===== src/rtl/seq_divider.sv =====
// Multi-cycle radix-2 restoring divider for RV32M DIV/DIVU/REM/REMU.
// One quotient bit per cycle; divide-by-zero and signed overflow bypass the iteration.
module seq_divider #(
  parameter int WIDTH = 32
) (
  input  logic             clk,
  input  logic             rst,
  input  logic             start,
  input  logic [1:0]       op,
  input  logic [WIDTH-1:0] dividend,
  input  logic [WIDTH-1:0] divisor,
  input  logic             flush,
  output logic             busy,
  output logic             done,
  output logic [WIDTH-1:0] result
);
  localparam int CW = $clog2(WIDTH + 1);

  typedef enum logic [1:0] {IDLE, CALC, DONE} state_t;

  state_t           state_q, state_d;
  logic [1:0]       op_q, op_d;
  logic             neg_q_q, neg_q_d;
  logic             neg_r_q, neg_r_d;
  logic [WIDTH:0]   rem_q, rem_d;
  logic [WIDTH-1:0] quo_q, quo_d;
  logic [WIDTH-1:0] dvs_q, dvs_d;
  logic [CW-1:0]    cnt_q, cnt_d;
  logic [WIDTH-1:0] result_q, result_d;

  logic             sgn, a_neg, b_neg, div0, ovf;
  logic [WIDTH-1:0] a_abs, b_abs, res_w, rem_lo;
  logic [WIDTH:0]   rem_sh, trial;

  assign sgn    = ~op[0];
  assign a_neg  = sgn & dividend[WIDTH-1];
  assign b_neg  = sgn & divisor[WIDTH-1];
  assign a_abs  = a_neg ? (~dividend + 1'b1) : dividend;
  assign b_abs  = b_neg ? (~divisor + 1'b1) : divisor;
  assign div0   = (divisor == '0);
  assign ovf    = sgn & (dividend == {1'b1, {(WIDTH-1){1'b0}}}) & (divisor == '1);

  assign rem_sh = {rem_q[WIDTH-1:0], quo_q[WIDTH-1]};
  assign trial  = rem_sh - {1'b0, dvs_q};
  assign rem_lo = rem_q[WIDTH-1:0];
  assign res_w  = op_q[1] ? (neg_r_q ? (~rem_lo + 1'b1) : rem_lo)
                          : (neg_q_q ? (~quo_q + 1'b1) : quo_q);

  always_comb begin
    state_d  = state_q;
    op_d     = op_q;
    neg_q_d  = neg_q_q;
    neg_r_d  = neg_r_q;
    rem_d    = rem_q;
    quo_d    = quo_q;
    dvs_d    = dvs_q;
    cnt_d    = cnt_q;
    result_d = result_q;
    case (state_q)
      IDLE: begin
        if (start && !flush) begin
          state_d = CALC;
          op_d    = op;
          dvs_d   = b_abs;
          // Early-out preloads Q/R so the normal result mux yields the answer
          // after one pass through CALC with the counter already exhausted.
          if (div0) begin
            neg_q_d = 1'b0;
            neg_r_d = 1'b0;
            quo_d   = '1;
            rem_d   = {1'b0, dividend};
            cnt_d   = CW'(WIDTH);
          end else if (ovf) begin
            neg_q_d = 1'b0;
            neg_r_d = 1'b0;
            quo_d   = dividend;
            rem_d   = '0;
            cnt_d   = CW'(WIDTH);
          end else begin
            neg_q_d = a_neg ^ b_neg;
            neg_r_d = a_neg;
            quo_d   = a_abs;
            rem_d   = '0;
            cnt_d   = '0;
          end
        end
      end
      CALC: begin
        if (flush) begin
          state_d = IDLE;
        end else if (cnt_q == CW'(WIDTH)) begin
          state_d  = DONE;
          result_d = res_w;
        end else begin
          cnt_d = cnt_q + 1'b1;
          if (!trial[WIDTH]) begin
            rem_d = trial;
            quo_d = {quo_q[WIDTH-2:0], 1'b1};
          end else begin
            rem_d = rem_sh;
            quo_d = {quo_q[WIDTH-2:0], 1'b0};
          end
        end
      end
      DONE:    state_d = IDLE;
      default: state_d = IDLE;
    endcase
  end

  always_ff @(posedge clk) begin
    if (rst) begin
      state_q  <= IDLE;
      op_q     <= '0;
      neg_q_q  <= 1'b0;
      neg_r_q  <= 1'b0;
      rem_q    <= '0;
      quo_q    <= '0;
      dvs_q    <= '0;
      cnt_q    <= '0;
      result_q <= '0;
    end else begin
      state_q  <= state_d;
      op_q     <= op_d;
      neg_q_q  <= neg_q_d;
      neg_r_q  <= neg_r_d;
      rem_q    <= rem_d;
      quo_q    <= quo_d;
      dvs_q    <= dvs_d;
      cnt_q    <= cnt_d;
      result_q <= result_d;
    end
  end

  assign busy   = (state_q != IDLE);
  assign done   = (state_q == DONE) & ~flush;
  assign result = result_q;
endmodule


===== config.mk =====
export PLATFORM = sky130hd
export DESIGN_NAME = seq_divider
export DESIGN_NICKNAME = d
export VERILOG_FILES = /design/src/rtl/seq_divider.sv
export SDC_FILE = /design/constraint.sdc
export NUM_CORES = 1
export LEC_CHECK = 0
export ABC_AREA = 1
export CORE_MARGIN = 2
export CORE_UTILIZATION = 31
export CTS_BUF_LIST = sky130_fd_sc_hd__clkbuf_2
export DETAILED_ROUTE_END_ITERATION = 6
export REMOVE_ABC_BUFFERS = 1
export SLEW_MARGIN = 40
export SYNTH_ARGS = -nofsm -noshare
export SYNTH_HDL_FRONTEND = slang
export SYNTH_SLANG_ARGS = --single-unit

===== constraint.sdc =====
create_clock -name clk -period 2 [get_ports clk]
set_input_delay 0.4 -clock clk [delete_from_list [all_inputs] [get_ports clk]]
set_output_delay 0.4 -clock clk [all_outputs]
set_load 0.01 [all_outputs]

---- After elaboration in Yosys (flattened, before gate mapping) ----
Index checks and enable logic that the tools add are counted.
word-level totals
  register bits after elaboration ......... 140
  input port bits ......................... 70
  output and inout port bits .............. 34
  logic and storage cells ................. 78
cells by class
  muxes and demuxes ....................... 32
  reduce and logical (&&, ||, !) cells .... 10
  bitwise operators ....................... 12
  equality and inequality tests ........... 9
  add/subtract/negate cells ............... 6
operators by type and width
  cell                   number
  $mux 32                15
  $add 32x1->32 const B  4
  $not 32->32            4
  $pmux 32 s2            2
  $eq 32x32->1 const B   2
  $sub 33x32->33         1
  $logic_not 32->1       1
  $mux 6                 5
  $pmux 6 s2             1
  $add 6x1->6 const B    1
  $eq 6x6->1 const B     1
  $mux 2                 3
  $ne 2x2->1 const B     3
  $and 1x1->1            5
  $mux 1                 5
  $pmux 2 s2             1
  $reduce_and 2->1       2
  $reduce_and 4->1       1
  $reduce_bool 2->1      2
  $ne 3x3->1 const B     1
  $reduce_and 3->1       1
  $eq 2x1->1 const B     1
  $eq 2x2->1 const B     1
  $logic_not 2->1        1
  other kinds (4)        5

---- Depth between registers and ports, before layout ----
Gate-level depths: netlist of run 1.
  depth after elaboration ................. 7
  mapped depth ............................ 19

---- Worst setup path after synthesis of run 1 ----
No wires, ideal clock.
  path type ............................... reg2reg
  start ................................... register quo_q[31]
  end ..................................... register rem_q[14]
  cell stages (with the launch flop) ...... 19
  path slack .............................. -255 ps
  arrival ................................. 2133 ps
  period minus slack after synthesis ...... 2255 ps
  setup time .............................. 122 ps
  data required time ...................... 1878 ps
  path through ............................ dfxtp_1 > inv_1 > ha_1 > fa_1 > inv_1 > nand3_1 > nand2_2 > nand2_1 > nand2_2 > nand2_2 > nand2_4 > nand2_4 > nand2_4 > nand2_4 > nand2_4 > buf_2 > nand2_1 > nand3_1 > a21oi_2
between the ends
  cells in the longest elaborated chain, start to end .. 5
ends and longest elaborated chain
  item                    RTL line  text
  start, declared         26        logic [WIDTH-1:0] quo_q, quo_d;
  start signal, assigned  127       quo_q <= quo_d;
  $sub 33x32->33          44        assign trial = rem_sh - {1'b0, dvs_q};
  $mux 32                 96        if (!trial[WIDTH]) begin
  $mux 32                 91        end else if (cnt_q == CW'(WIDTH)) begin
  $mux 32                 89        if (flush) begin
  $pmux 32 s2             59        case (state_q)
  end signal, assigned    126       rem_q <= rem_d;
  end, declared           25        logic [WIDTH:0] rem_q, rem_d;
Every way passes these cells. The select of a mux whose other input is x is not followed.
A chain may end at the register's enable or synchronous reset.

---- Final worst setup path of run 1 ----
  start ................................... register dvs_q[0]
  end ..................................... register rem_q[5]
between the ends
  cells in the longest elaborated chain, start to end .. 5
ends and longest elaborated chain
  item                    RTL line  text
  start, declared         27        logic [WIDTH-1:0] dvs_q, dvs_d;
  start signal, assigned  128       dvs_q <= dvs_d;
  $sub 33x32->33          44
  $mux 32                 96
  $mux 32                 91
  $mux 32                 89
  $pmux 32 s2             59
Every way passes these cells. The select of a mux whose other input is x is not followed.

==> results of run 1 <==
-- state kept, by name (all words and copies together), names as in the netlist --
name,count
dvs_q,32
quo_q,32
rem_q,32
result,32
cnt_q,6
state_q,2
neg_q_q,1
neg_r_q,1
op_q,1
-- cells by family (layout without fill, tap and decap cells) --
family | Yosys count | in the layout
AO/OA/AOI/OAI | 373 | 373
XOR/XNOR | 55 | 55
adder cells (fa/ha/maj) | 40 | 40
buffers and inverters | 464 | 1024
flip-flops | 139 | 139
other | 0 | 3
AND/OR/NAND/NOR | 1337 | 1339
-- worst max-delay path, stage by stage (launching register included) --
cell	delay, ns
dfxtp_4	0.42
ha_4	0.16
fa_2	0.36
inv_2	0.07
nand3_2	0.06
nand2_2	0.08
nand2_2	0.05
nand2_2	0.08
nand2_2	0.07
nand2_4	0.07
nand2_4	0.08
nand2_4	0.11
nand2_4	0.07
nand2_4	0.12
buf_12	0.16
nand2_1	0.07
nand3_1	0.09
a21oi_2	0.07
-- cell usage in the layout (no fill, tap or decap), types with 5 or more instances in the layout --
| cell type | synthesis | final |
|---|---|---|
| buf_2 | 19 | 12 |
| nor3_4 | 3 | 7 |
| inv_1 | 363 | 345 |
| o22ai_1 | 16 | 14 |
| xnor2_1 | 5 | 5 |
| nand3_1 | 215 | 179 |
| xor2_1 | 50 | 50 |
| nand2_4 | 6 | 12 |
| clkinvlp_4 | 0 | 6 |
| dfxtp_2 | 0 | 51 |
| nand2_1 | 682 | 639 |
| buf_6 | 8 | 18 |
| o211ai_1 | 15 | 15 |
| dfxtp_1 | 139 | 82 |
| nor4_1 | 8 | 8 |
| nor2_4 | 3 | 10 |
| nand4_1 | 33 | 33 |
| nor3_2 | 5 | 9 |
| nand3_4 | 2 | 7 |
| clkdlybuf4s15_1 | 0 | 11 |
| nand3_2 | 5 | 36 |
| buf_4 | 2 | 473 |
| inv_2 | 18 | 31 |
| dfxtp_4 | 0 | 6 |
| clkdlybuf4s50_1 | 0 | 68 |
| ha_4 | 0 | 18 |
| a21oi_1 | 135 | 122 |
| a21oi_2 | 26 | 37 |
| buf_12 | 0 | 14 |
| ha_1 | 39 | 21 |
| nor3_1 | 40 | 32 |
| dlygate4sd2_1 | 0 | 5 |
| clkbuf_2 | 1 | 22 |
| nor2_2 | 20 | 33 |
| o21ai_0 | 157 | 137 |
| o21ai_1 | 3 | 20 |
| nand2_2 | 8 | 43 |
| nor2_1 | 292 | 272 |
-- Yosys cell counts (3+ instances only) --
cell,n,area (um^2)
nand2_1,682,2560
inv_1,363,1360
nor2_1,292,1100
nand3_1,215,1080
o21ai_0,157,786
dfxtp_1,139,2780
a21oi_1,135,676
xor2_1,50,438
clkbuf_1,44,165
nor3_1,40,200
ha_1,39,488
nand4_1,33,206
a21oi_2,26,228
nor2_2,20,125
buf_2,19,95.1
inv_2,18,67.6
o22ai_1,16,100
o211ai_1,15,113
buf_6,8,90.1
nand2_2,8,50.1
nor4_1,8,50.1
buf_1,7,26.3
nand2_4,6,67.6
nand3_2,5,50.1
nor3_2,5,50.1
xnor2_1,5,43.8
a31oi_1,4,25.0
and3_1,4,25.0
a211oi_1,3,22.5
and2_1,3,18.8
nor2_4,3,33.8
nor3_4,3,48.8
o21ai_1,3,15.0
o32ai_1,3,26.3
-- cell type report --
| type | count | area (um^2) | area share |
|---|---|---|---|
| Antenna cell | 3 | 7.51 | 0.000374 |
| Timing Repair Buffer | 610 | 5010 | 0.249 |
| Sequential cell | 139 | 2870 | 0.143 |
| Clock inverter | 14 | 163 | 0.00810 |
| Tap cell | 585 | 732 | 0.0364 |
| Clock buffer | 17 | 85.1 | 0.00424 |
| Multi-Input combinational cell | 1807 | 9770 | 0.486 |
| Inverter | 383 | 1450 | 0.0722 |
-- metrics by stage --
stage          TNS [ns]  utilization  hold slack [ns]
6_report          -9.07        0.467            0.165
5_1_grt          -16.25        0.467            0.119
4_1_cts           -7.33        0.452            0.106
3_5_place_dp     -44.71        0.433            0.462
3_3_place_gp     -41.56        0.433            0.456
2_1_floorplan   -108.47            -            0.428
-- routing by layer --
metal  wire length (um)  part of all wire  up-vias  global-route usage
li1                   -                 -     8783                   -
met1              27500              0.46     8108               0.362
met2              26200              0.44      582               0.412
met3               4120             0.069      104              0.0501
met4               2130             0.036        4              0.0979
met5                 23           0.00038        -                   0
-- repair_timing --
item | 4_1_cts | 5_1_grt
pin swaps | 27 | 56
hold buffers | 2 | 0
setup buffers | 7 | 19
gates resized for setup | 232 | 162
gates cloned | 2 | 1
endpoints found under the hold margin | 12 | 0
endpoints found under the setup margin | 86 | 88
-- final timing paths --
check | to | depth (start not counted) | start | slack (ns)
max | rem_q[5] | 17 | dvs_q[0] | -0.31
min | dvs_q[7] | 3 | divisor[7] | 0.16
max reg2reg | rem_q[5] | 17 | dvs_q[0] | -0.31
min reg2reg | quo_q[1] | 2 | quo_q[1] | 0.49
-- where the power goes --
group | total, mW | switching, mW | internal (mW)
Combinational | 6.86 | 3.99 | 2.87
Clock | 1.92 | 1.33 | 0.592
Sequential | 3.09 | 0.153 | 2.94
==> metrics.md, run 1 <==
| Metric | Value |
|---|---|
| Outcome | complete, but fails checks |
| Failing checks | design-rule violations, negative setup slack |
| Final setup fails | 44 |
| Tightest Pin Transition | 0.707 ns |
| Simple-gate share of the synthesized area | 0.428 |
| Initial Utilization | 0.313 |
| Final worst-path setup slack | -0.306 ns |
| CP arrival | 3.16 ns |
| Seq cells post-synth | 139 |
| Nets | 3068 |
| Share of layout cells above drive strength 1 | 0.296 |
| Via density | 4.94 |
| Worst skew pair latency | 0.95 ns |
| Post-synthesis compound-gate area fraction | 0.156 |
| Synth Area in XOR/XNOR | 0.0358 |
| Setup CP Type | reg -> reg |
| Fmax | 0.434 GHz |
| Cell area after layout | 20100 um^2 |
| Leak Pwr | 9.84 nW |
| Final cell count without fillers | 3558 |
| Max VDD drop | 0.437 mV |
| Dpl ws | -0.793 ns |
| DR vias | 17581 |
| CTS Buffer Depth | 2 |
| Drt wl/cell | 16.8 um |
| Post-route minimum period | 2.31 ns |
| Synthesis Warnings | 0 |
| Min-delay worst type | in -> reg |
| Post-synth EDFFs | 0 |
| Largest net degree at the start of global routing | 41 |
| Startpoint Class | register |
| Syn-to-layout area delta | 49.1% |
| Pwr dens | 591 nW/um^2 |
| Sink Count | 139 |
| Yosys cell types | 53 |
| Core Footprint | 43000 um^2 |
| Synthesized area | 13500 um^2 |
| Die width | 212 um |
| DRC viols | 1 |
| Req. time, crit path | 2.85 ns |
| Final Hold Viols | 0 |
| Max-cap violations | 0 |
| Placed insts | 3493 |
| Initial antenna violation count | 4 |
| H-tree Lvls | 4 |
| Number of fill cells | 4649 |
| First-pass GRT wire length | 91100 um |
| WL final | 59900 um |
| Largest family of logic cells by synthesized area | simple AND/OR/NAND/NOR gates |
| Worst Clk Skew | 0.0678 ns |
| DR iter-0 viols | 1429 |
| Crit path capture type | register |
| Total power draw | 11.9 mW |
| Die height | 212 um |
| Placer Congestion | 0.987 |
| Post-synthesis adder-cell area fraction | 0.0377 |
| Antenna-violating nets left | 0 |
| Fin crit share | 1.15 |
| CTS tree | built |
| Port bufs | 103 |
| Clk root buf | clkbuf_2 |
| Congestion Overflow GR | 0 |
| I/O Pins | 104 |
| Total GRT Usage | 0.265 |
| Worst rel slew slack | 0.522 |
| Async SR Flop Fraction | 0 |
| Main synth FF type | dfxtp_1 |
| Num CTS Buffers | 17 |
| Max Slew Vio Count | 0 |
| Cell Rows | 76 |
| Crit Path Max Fanout | 19 |
| Drt pass-1 iters | 7 |
| Syn Area/Cell | 5.60 um^2 |
| Die area | 45100 um^2 |
| Vias in the first global route | 16467 |
| Reg clk slew, reported paths | 0.27 ns |
| RSZ-0062 raised after global routing | yes |
| Hpwl dp | 48300 um |
| Mapped Cells | 2408 |
| Sequential share of the synthesized area | 0.207 |
| Placed Area | 18600 um^2 |
| Multiplexer share of the synthesized area | 0 |
No activity file was read; power rests on OpenSTA's default activity.
==> run 2: changes to the inputs <==
--- a/config.mk
+++ b/config.mk
@@ -5,8 +5,8 @@
 export SDC_FILE = /design/constraint.sdc
 export NUM_CORES = 1
 export LEC_CHECK = 0
-export ABC_AREA = 1
-export CORE_MARGIN = 2
+export ABC_AREA = 0
+export CAP_MARGIN = 20
 export CORE_UTILIZATION = 31
 export CTS_BUF_LIST = sky130_fd_sc_hd__clkbuf_2
 export DETAILED_ROUTE_END_ITERATION = 6
==> run 2 against run 1 <==
- the flow finishes with violations (negative setup slack)
- maximum frequency down 29%
- sequential power about the same
- total power decreased by 15%
- worst hold slack worse by 0.12 ns
- design area down 15%
- clock skew is 0.018 ns lower
- register-to-register slack worse by 0.94 ns
- via count is 28% lower
- setup slack worse by 0.94 ns
- sequential cell count unchanged
- first-iteration DRC count down 44%
- critical path type unchanged
- critical endpoint unchanged
- highest routed layer is now met4
==> metrics.md, run 2 <==
| Metric | Value |
|---|---|
| Fin crit share | 1.62 (+0.470) |
| Die height | 189 um (-11%) |
| Initial antenna violation count | 1 (-3) |
| Synthesized area | 10800 um^2 (-20%) |
| Main area contributors after synthesis | dfxtp_1 (26%), a21oi_1 (6.2%), xnor2_1 (5.4%) |
| Max VDD drop | 0.382 mV (-13%) |
| Reg clk slew, reported paths | 0.23 ns (-0.04 ns) |
| Pwr dens | 594 nW/um^2 (+0.45%) |
| Beginning of the worst hold path | divisor[8] |
| Hold path depth | 4 (+1) |
| Max-cap violations | 0 (unchanged) |
| Drt pass-1 iters | 5 (-2) |
| Net switching power | 3.85 mW (-30%) |
| Outcome | complete, but fails checks |
| Clock network fraction of total power | 0.192 (+0.030) |
| Worst path max stage delay | 0.50 ns (+0.08 ns) |
| Flop pwr share | 0.305 (+0.045) |
| RSZ-0062 raised after global routing | yes |
| Combinational share of power | 0.503 (-0.075) |
| Post-synth top cells | nand2_1 (154), nor2_1 (141), dfxtp_1 (139), a21oi_1 (133), clkbuf_1 (77) |
| Async SR Flop Fraction | 0 (unchanged) |
| Yosys cell types | 79 (+49%) |
| Hpwl dp | 30900 um (-36%) |
| WL final | 41400 um (-31%) |
| CP arrival | 3.93 ns (+0.77 ns) |
| Num CTS Buffers | 17 (unchanged) |
| Worst rel slew slack | 0.539 (+0.0163) |
| Switch share | 0.380 (-0.0812) |
| Leading area contributor after synthesis | dfxtp_1 |
| Syn Area/Cell | 7.51 um^2 (+34%) |
| Die area | 35600 um^2 (-21%) |
| Crit path capture type | register |
| Crit-path cells | ha_4, or2_1, and3_4, or4_4, a221o_1, a2bb2oi_4, o221ai_4, buf_6, or4bb_1, a311oi_2 |
| Setup CP Type | reg -> reg |
| H-tree Lvls | 4 (unchanged) |
| Post-synth top area share | 0.257 (+0.0509) |
| Tightest Pin Transition | 0.686 ns (-0.0217 ns) |
| Main synth FF type | dfxtp_1 |
| Die width | 189 um (-11%) |
| Worst R2R End | rem_q[5] |
| Initial Utilization | 0.314 (about the same) |
| Core Util, Final | 0.496 (+0.0285) |
| Post-synth EDFFs | 0 (unchanged) |
| Leak Pwr | 6.99 nW (-29%) |
| Core Footprint | 34500 um^2 (-20%) |
| Nets | 2046 (-33%) |
| Fmax | 0.308 GHz (-29%) |
| I/O Pins | 104 (unchanged) |
| Commonest non-fill, non-tap cells in the layout | buf_4 (415), nand2_1 (144), nor2_1 (136) |
| First-pass GRT wire length | 64700 um (-29%) |
| Via density | 5.25 (+6.3%) |
| Failing checks | negative setup slack |
| Seq cells post-synth | 139 (unchanged) |
| Crit Path Max Fanout | 5 (-14) |
| Req. time, crit path | 2.68 ns (-0.17 ns) |
| Slowest-stage cell, CP | or4bb_1 |
| Placer Congestion | 0.926 (-6.2%) |
| Sink Count | 139 (unchanged) |
| Antenna-violating nets left | 0 (unchanged) |
| Worst r2r path cells | 10 (-7) |
| Largest net degree at the start of global routing | 74 (+80%) |
| Commonest non-fill, non-tap cell in the layout | buf_4 |
| Worst skew pair latency | 0.78 ns (-0.17 ns) |
| Syn-to-layout area delta | 58.0% |
| Worst R2R Setup Slack | -1.25 ns (-0.94 ns) |
| Worst Clk Skew | 0.0502 ns (-0.0177 ns) |
| Max Slew Vio Count | 0 (unchanged) |
| Final TNS setup | -46.26 ns (-37.19 ns) |
| Min-delay worst type | in -> reg |
| Hold Crit Endpoint | dvs_q[8] |
| Post-route minimum period | 3.25 ns (+0.941 ns) |
| Congestion Overflow GR | 0 (unchanged) |
| Most frequent cell after synthesis | nand2_1 |
| Sequential share of the synthesized area | 0.257 (+0.0509) |
| Vias in the first global route | 12326 (-25%) |
| Drt wl/cell | 17.2 um (+2.2%) |
| Port bufs | 103 (unchanged) |
| Final worst-path setup slack | -1.25 ns (-0.941 ns) |
| DR vias | 12625 (-28%) |
| CTS Buffer Depth | 2 (unchanged) |
| Mapped Cells | 1439 (-40%) |
| Clk root buf | clkbuf_2 |
| CTS tree | built |
| Synthesis Warnings | 0 (unchanged) |
| Share of layout cells above drive strength 1 | 0.376 (+0.0807) |
| Final setup fails | 66 (+50%) |
| DRC viols | 0 (-1) |
| DR iter-0 viols | 797 (-44%) |
| Pint | 6.29 mW (-1.7%) |
| Startpoint Class | register |
| Final Hold Viols | 0 (unchanged) |
| Reg2reg start | rem_q[25] |
| Cell Rows | 68 (-11%) |
| Total GRT Usage | 0.228 (-0.0370) |
[run 2: changes by cell type after synthesis, sizes merged, moves of 62 or more]
| cell | change |
|---|---|
| nor2 | -174 |
| nand2 | -542 |
| nand3 | -179 |
| inv | -323 |
| xnor2 | +62 |
| o21ai | -89 |
[run 2: what timing repair did]
action / CTS / global route
buffers inserted: 71 / 13
cloned: 6 / 2
resized for setup: 266 / 115
setup endpoints to repair: 121 / 99
endpoints found under the hold margin: 0 / 1
pin swaps: 90 / 84
hold buffers: 0 / 1
[run 2: worst max-delay path, delay by kind of cell (launching register included)]
family | cells | cell delay, ns
AND/OR/NAND/NOR | 4 | 1.31
buffers and inverters | 1 | 0.19
flip-flops | 1 | 0.48
AO/OA/AOI/OAI | 4 | 0.96
adder cells (fa/ha/maj) | 1 | 0.24
[run 2: power groups by stage]
stage                     clock [mW]  combinational, mW  sequential (mW)
after global routing            2.11               5.49             3.11
after global placement             0               4.21             3.12
after CTS                       1.99               4.85             3.08
after floorplan                    0               2.09             3.15
final                           1.95               5.10             3.09
after detailed placement           0               4.25             3.12
[run 2: through the flow]
stage	instances	area, um^2	hold WS, ns	worst slack [ns]	power (mW)
after floorplan	1342	10400	0.426	-7.95	5.25
after global placement	2297	15100	0.443	-1.23	7.32
after detailed placement	2297	15100	0.446	-1.31	7.38
after CTS	2405	16700	0.00640	-1.21	9.92
after global routing	2404	17100	0.0190	-1.36	10.7
final	2404	17100	0.0407	-1.25	10.1
[run 2: metal layers]
layer | GRT usage | vias to the layer above | wire [um]
met4 | 0.0689 | 0 | 709
met3 | 0.0233 | 44 | 1910
met5 | 0 | - | 0
met1 | 0.294 | 5989 | 18600
li1 | - | 6281 | -
met2 | 0.397 | 311 | 20100
[run 2: how the worst max path moves through the flow]
stage | slack, ns | startpoint | end
finish | -1.25 | rem_q[25] | rem_q[5]
floorplan | -7.95 | flush | quo_q[0]
detailed placement | -1.31 | dvs_q[25] | rem_q[5]
CTS | -1.21 | quo_q[31] | rem_q[5]
global placement | -1.23 | dvs_q[25] | rem_q[5]
global route | -1.36 | dvs_q[24] | rem_q[5]
[run 2: logic make-up (layout without fill, tap and decap cells)]
logic type	count (synthesis)	after routing	synth area share
multiplexers	12	12	0.0112
AO/OA/AOI/OAI	439	440	0.282
flip-flops	139	139	0.257
AND/OR/NAND/NOR	520	520	0.233
other	0	1	0
buffers and inverters	155	663	0.0611
XOR/XNOR	134	134	0.109
adder cells (fa/ha/maj)	40	40	0.0470
[run 2: final cells by class]
type,instances,area (um^2)
multi-input cells,1146,8360
fillers,3352,17400
inverters,58,218
diodes,1,2.50
clock inverters,13,176
flip-flops and latches,139,2850
repair buffers,574,4820
well taps,455,569
clock buffers,18,90.1
==> run 3: changes to the inputs <==
--- a/config.mk
+++ b/config.mk
@@ -6,10 +6,13 @@
 export NUM_CORES = 1
 export LEC_CHECK = 0
 export ABC_AREA = 0
+export ABC_CLOCK_PERIOD_IN_PS = 2000
 export CAP_MARGIN = 20
-export CORE_UTILIZATION = 31
+export CORE_UTILIZATION = 44
 export CTS_BUF_LIST = sky130_fd_sc_hd__clkbuf_2
 export DETAILED_ROUTE_END_ITERATION = 6
+export GPL_ROUTABILITY_DRIVEN = 0
+export PLACE_DENSITY = 0.66
 export REMOVE_ABC_BUFFERS = 1
 export SLEW_MARGIN = 40
 export SYNTH_ARGS = -nofsm -noshare
==> run 3 against run 2 <==
- the run still ends with negative setup slack left
- clock skew down 0.010 ns
- sequential power barely moved
- global-route usage increased by 6.4 points
- count of clock-buffer cells in the layout decreased by 1
- die area fell by 29%
- first-iteration DRC count rose by 28%
- utilization up 19 points
- sequential share of layout area grew 0.89 points
- design area decreased by 5.2%
- sequential cell count stayed put
- cell count fell by 8.3%
==> metrics.md, run 3 (synthesized netlist as in run 2, its figures left out) <==
| Metric | Value |
|---|---|
| Outcome | complete, but fails checks |
| Failing checks | negative setup slack |
| Min-delay worst type | in -> reg |
| CP bufs+invs | 2 (+1) |
| Sink Count | 139 (unchanged) |
| Hpwl dp | 28100 um (-9.2%) |
| Core Footprint | 23800 um^2 (-31%) |
| Die width | 159 um (-16%) |
| Startpoint Class | register |
| Fmax | 0.318 GHz (+3.2%) |
| Tightest Pin Transition | 0.590 ns (-0.0959 ns) |
| Congestion Overflow GR | 0 (unchanged) |
| Req. time, crit path | 2.64 ns (-0.04 ns) |
| Setup CP Type | reg -> reg |
| First-pass GRT wire length | 60200 um (-6.9%) |
| Crit Path Max Fanout | 31 (+26) |
| Leak Pwr | 6.68 nW (-4.4%) |
| Vias in the first global route | 11878 (-3.6%) |
| Syn-to-layout area delta | 49.8% |
| Placed Area | 14700 um^2 (-2.4%) |
| Initial antenna violation count | 1 (unchanged) |
| Worst rel slew slack | 0.607 (+0.0681) |
| Drt wl/cell | 17.0 um (-1.5%) |
| Share of layout cells above drive strength 1 | 0.339 (-0.0373) |
| DR vias | 12574 (-0.40%) |
| Worst path max stage delay | 0.51 ns (about the same) |
| Reg clk slew, reported paths | 0.24 ns (about the same) |
| CTS Buffer Depth | 2 (unchanged) |
| WL final | 37400 um (-9.7%) |
| Num CTS Buffers | 17 (unchanged) |
| I/O Pins | 104 (unchanged) |
| Slowest-stage cell, CP | or4bb_1 |
| Die area | 25200 um^2 (-29%) |
| H-tree Lvls | 4 (unchanged) |
| Final TNS setup | -46.89 ns (-0.632 ns) |
| Critical path's top delay family | compound AO/OA/AOI/OAI gates |
| Max-cap violations | 0 (unchanged) |
| Final Hold Viols | 0 (unchanged) |
| RSZ-0062 raised after global routing | yes |
| Total GRT Usage | 0.292 (+0.0637) |
| Core Util, Final | 0.682 (+0.186) |
| Post-route minimum period | 3.14 ns (-0.102 ns) |
| CP arrival | 3.79 ns (-0.14 ns) |
| Die height | 159 um (-16%) |
| Via density | 5.70 (+8.6%) |
| Final cell count without fillers | 2205 (-8.3%) |
| Dpl ws | -1.18 ns (+0.131 ns) |
| Fin crit share | 1.57 (-0.0509) |
| Met3 routed WL | 2500 um (+31%) |
| Crit path capture type | register |
| Cell Rows | 56 (-18%) |
| Final worst-path setup slack | -1.14 ns (+0.102 ns) |
| Largest net degree at the start of global routing | 64 (-14%) |
| Pwr dens | 605 nW/um^2 (+1.9%) |
| Max Slew Vio Count | 0 (unchanged) |
| Initial Utilization | 0.455 (+0.141) |
| Final setup fails | 63 (-4.5%) |
| DRC viols | 0 (unchanged) |
| Nets | 1982 (-3.1%) |
| CTS tree | built |
| Cell area after layout | 16200 um^2 (-5.2%) |
| Top sig layer | met4 |
| Worst Clk Skew | 0.0400 ns (-0.0102 ns) |
| WHS | 0.102 ns (+0.0617 ns) |
| Commonest non-fill, non-tap cell in the layout | buf_4 |
| Port bufs | 103 (unchanged) |
| Placed insts | 2130 (-7.3%) |
| M1 WL | 15800 um (-15%) |
| DR iter-0 viols | 1018 (+28%) |
| Antenna-violating nets left | 0 (unchanged) |
| Total power draw | 9.80 mW (-3.4%) |
| Routed wire length on met2 | 17500 um (-13%) |
| Max VDD drop | 0.361 mV (-5.4%) |
| Drt pass-1 iters | 5 (unchanged) |
| Worst skew pair latency | 0.73 ns (-0.05 ns) |
| Clk root buf | clkbuf_2 |
| Crit-path cells | inv_2, ha_4, a211o_1, and3_4, or4_1, a221o_1, a2bb2oi_2, o221ai_4, buf_12, or4bb_1, a311oi_2 |
| Commonest non-fill, non-tap cells in the layout | buf_4 (359), nand2_1 (152), nor2_1 (138) |
## run 3: worst paths after layout
kind / start / end / slack, ns / cells past startpoint
min reg2reg: result[14] / result[14] / 0.46 / 2
max reg2reg: dvs_q[25] / rem_q[5] / -1.14 / 11
max: dvs_q[25] / rem_q[5] / -1.14 / 11
min: divisor[2] / dvs_q[2] / 0.10 / 4
## run 3: layout make-up
cell class | count | area (um^2)
repair buffers | 511 | 4350
diodes | 1 | 2.50
well taps | 319 | 399
fillers | 1940 | 7550
inverters | 58 | 218
multi-input cells | 1145 | 8110
clock buffers | 17 | 85.1
clock inverters | 15 | 190
flip-flops and latches | 139 | 2850
## run 3: timing repair
item,CTS,global route
buffers inserted,32,13
hold buffers,1,0
pin swaps,70,54
resized for setup,252,83
endpoints found under the setup margin,119,98
endpoints found under the hold margin,5,0
gates cloned,2,1
## run 3: report_power, final
part | leakage, nW | internal (mW) | switching (mW)
registers | 1.16 | 2.94 | 0.133
clock network | 0.148 | 0.720 | 1.20
logic | 5.37 | 2.39 | 2.42
## run 3: layer usage
layer / vias to the layer above / GRT usage
li1: 6146 / -
met1: 5803 / 0.382
met2: 524 / 0.485
met3: 101 / 0.0293
met4: 0 / 0.123
met5: - / 0
## run 3: worst min-delay path, delay by kind of cell
kind | cells | cell delay (ns)
buf+inv | 2 | 0.24
simple gates | 1 | 0.10
compound gates | 1 | 0.08
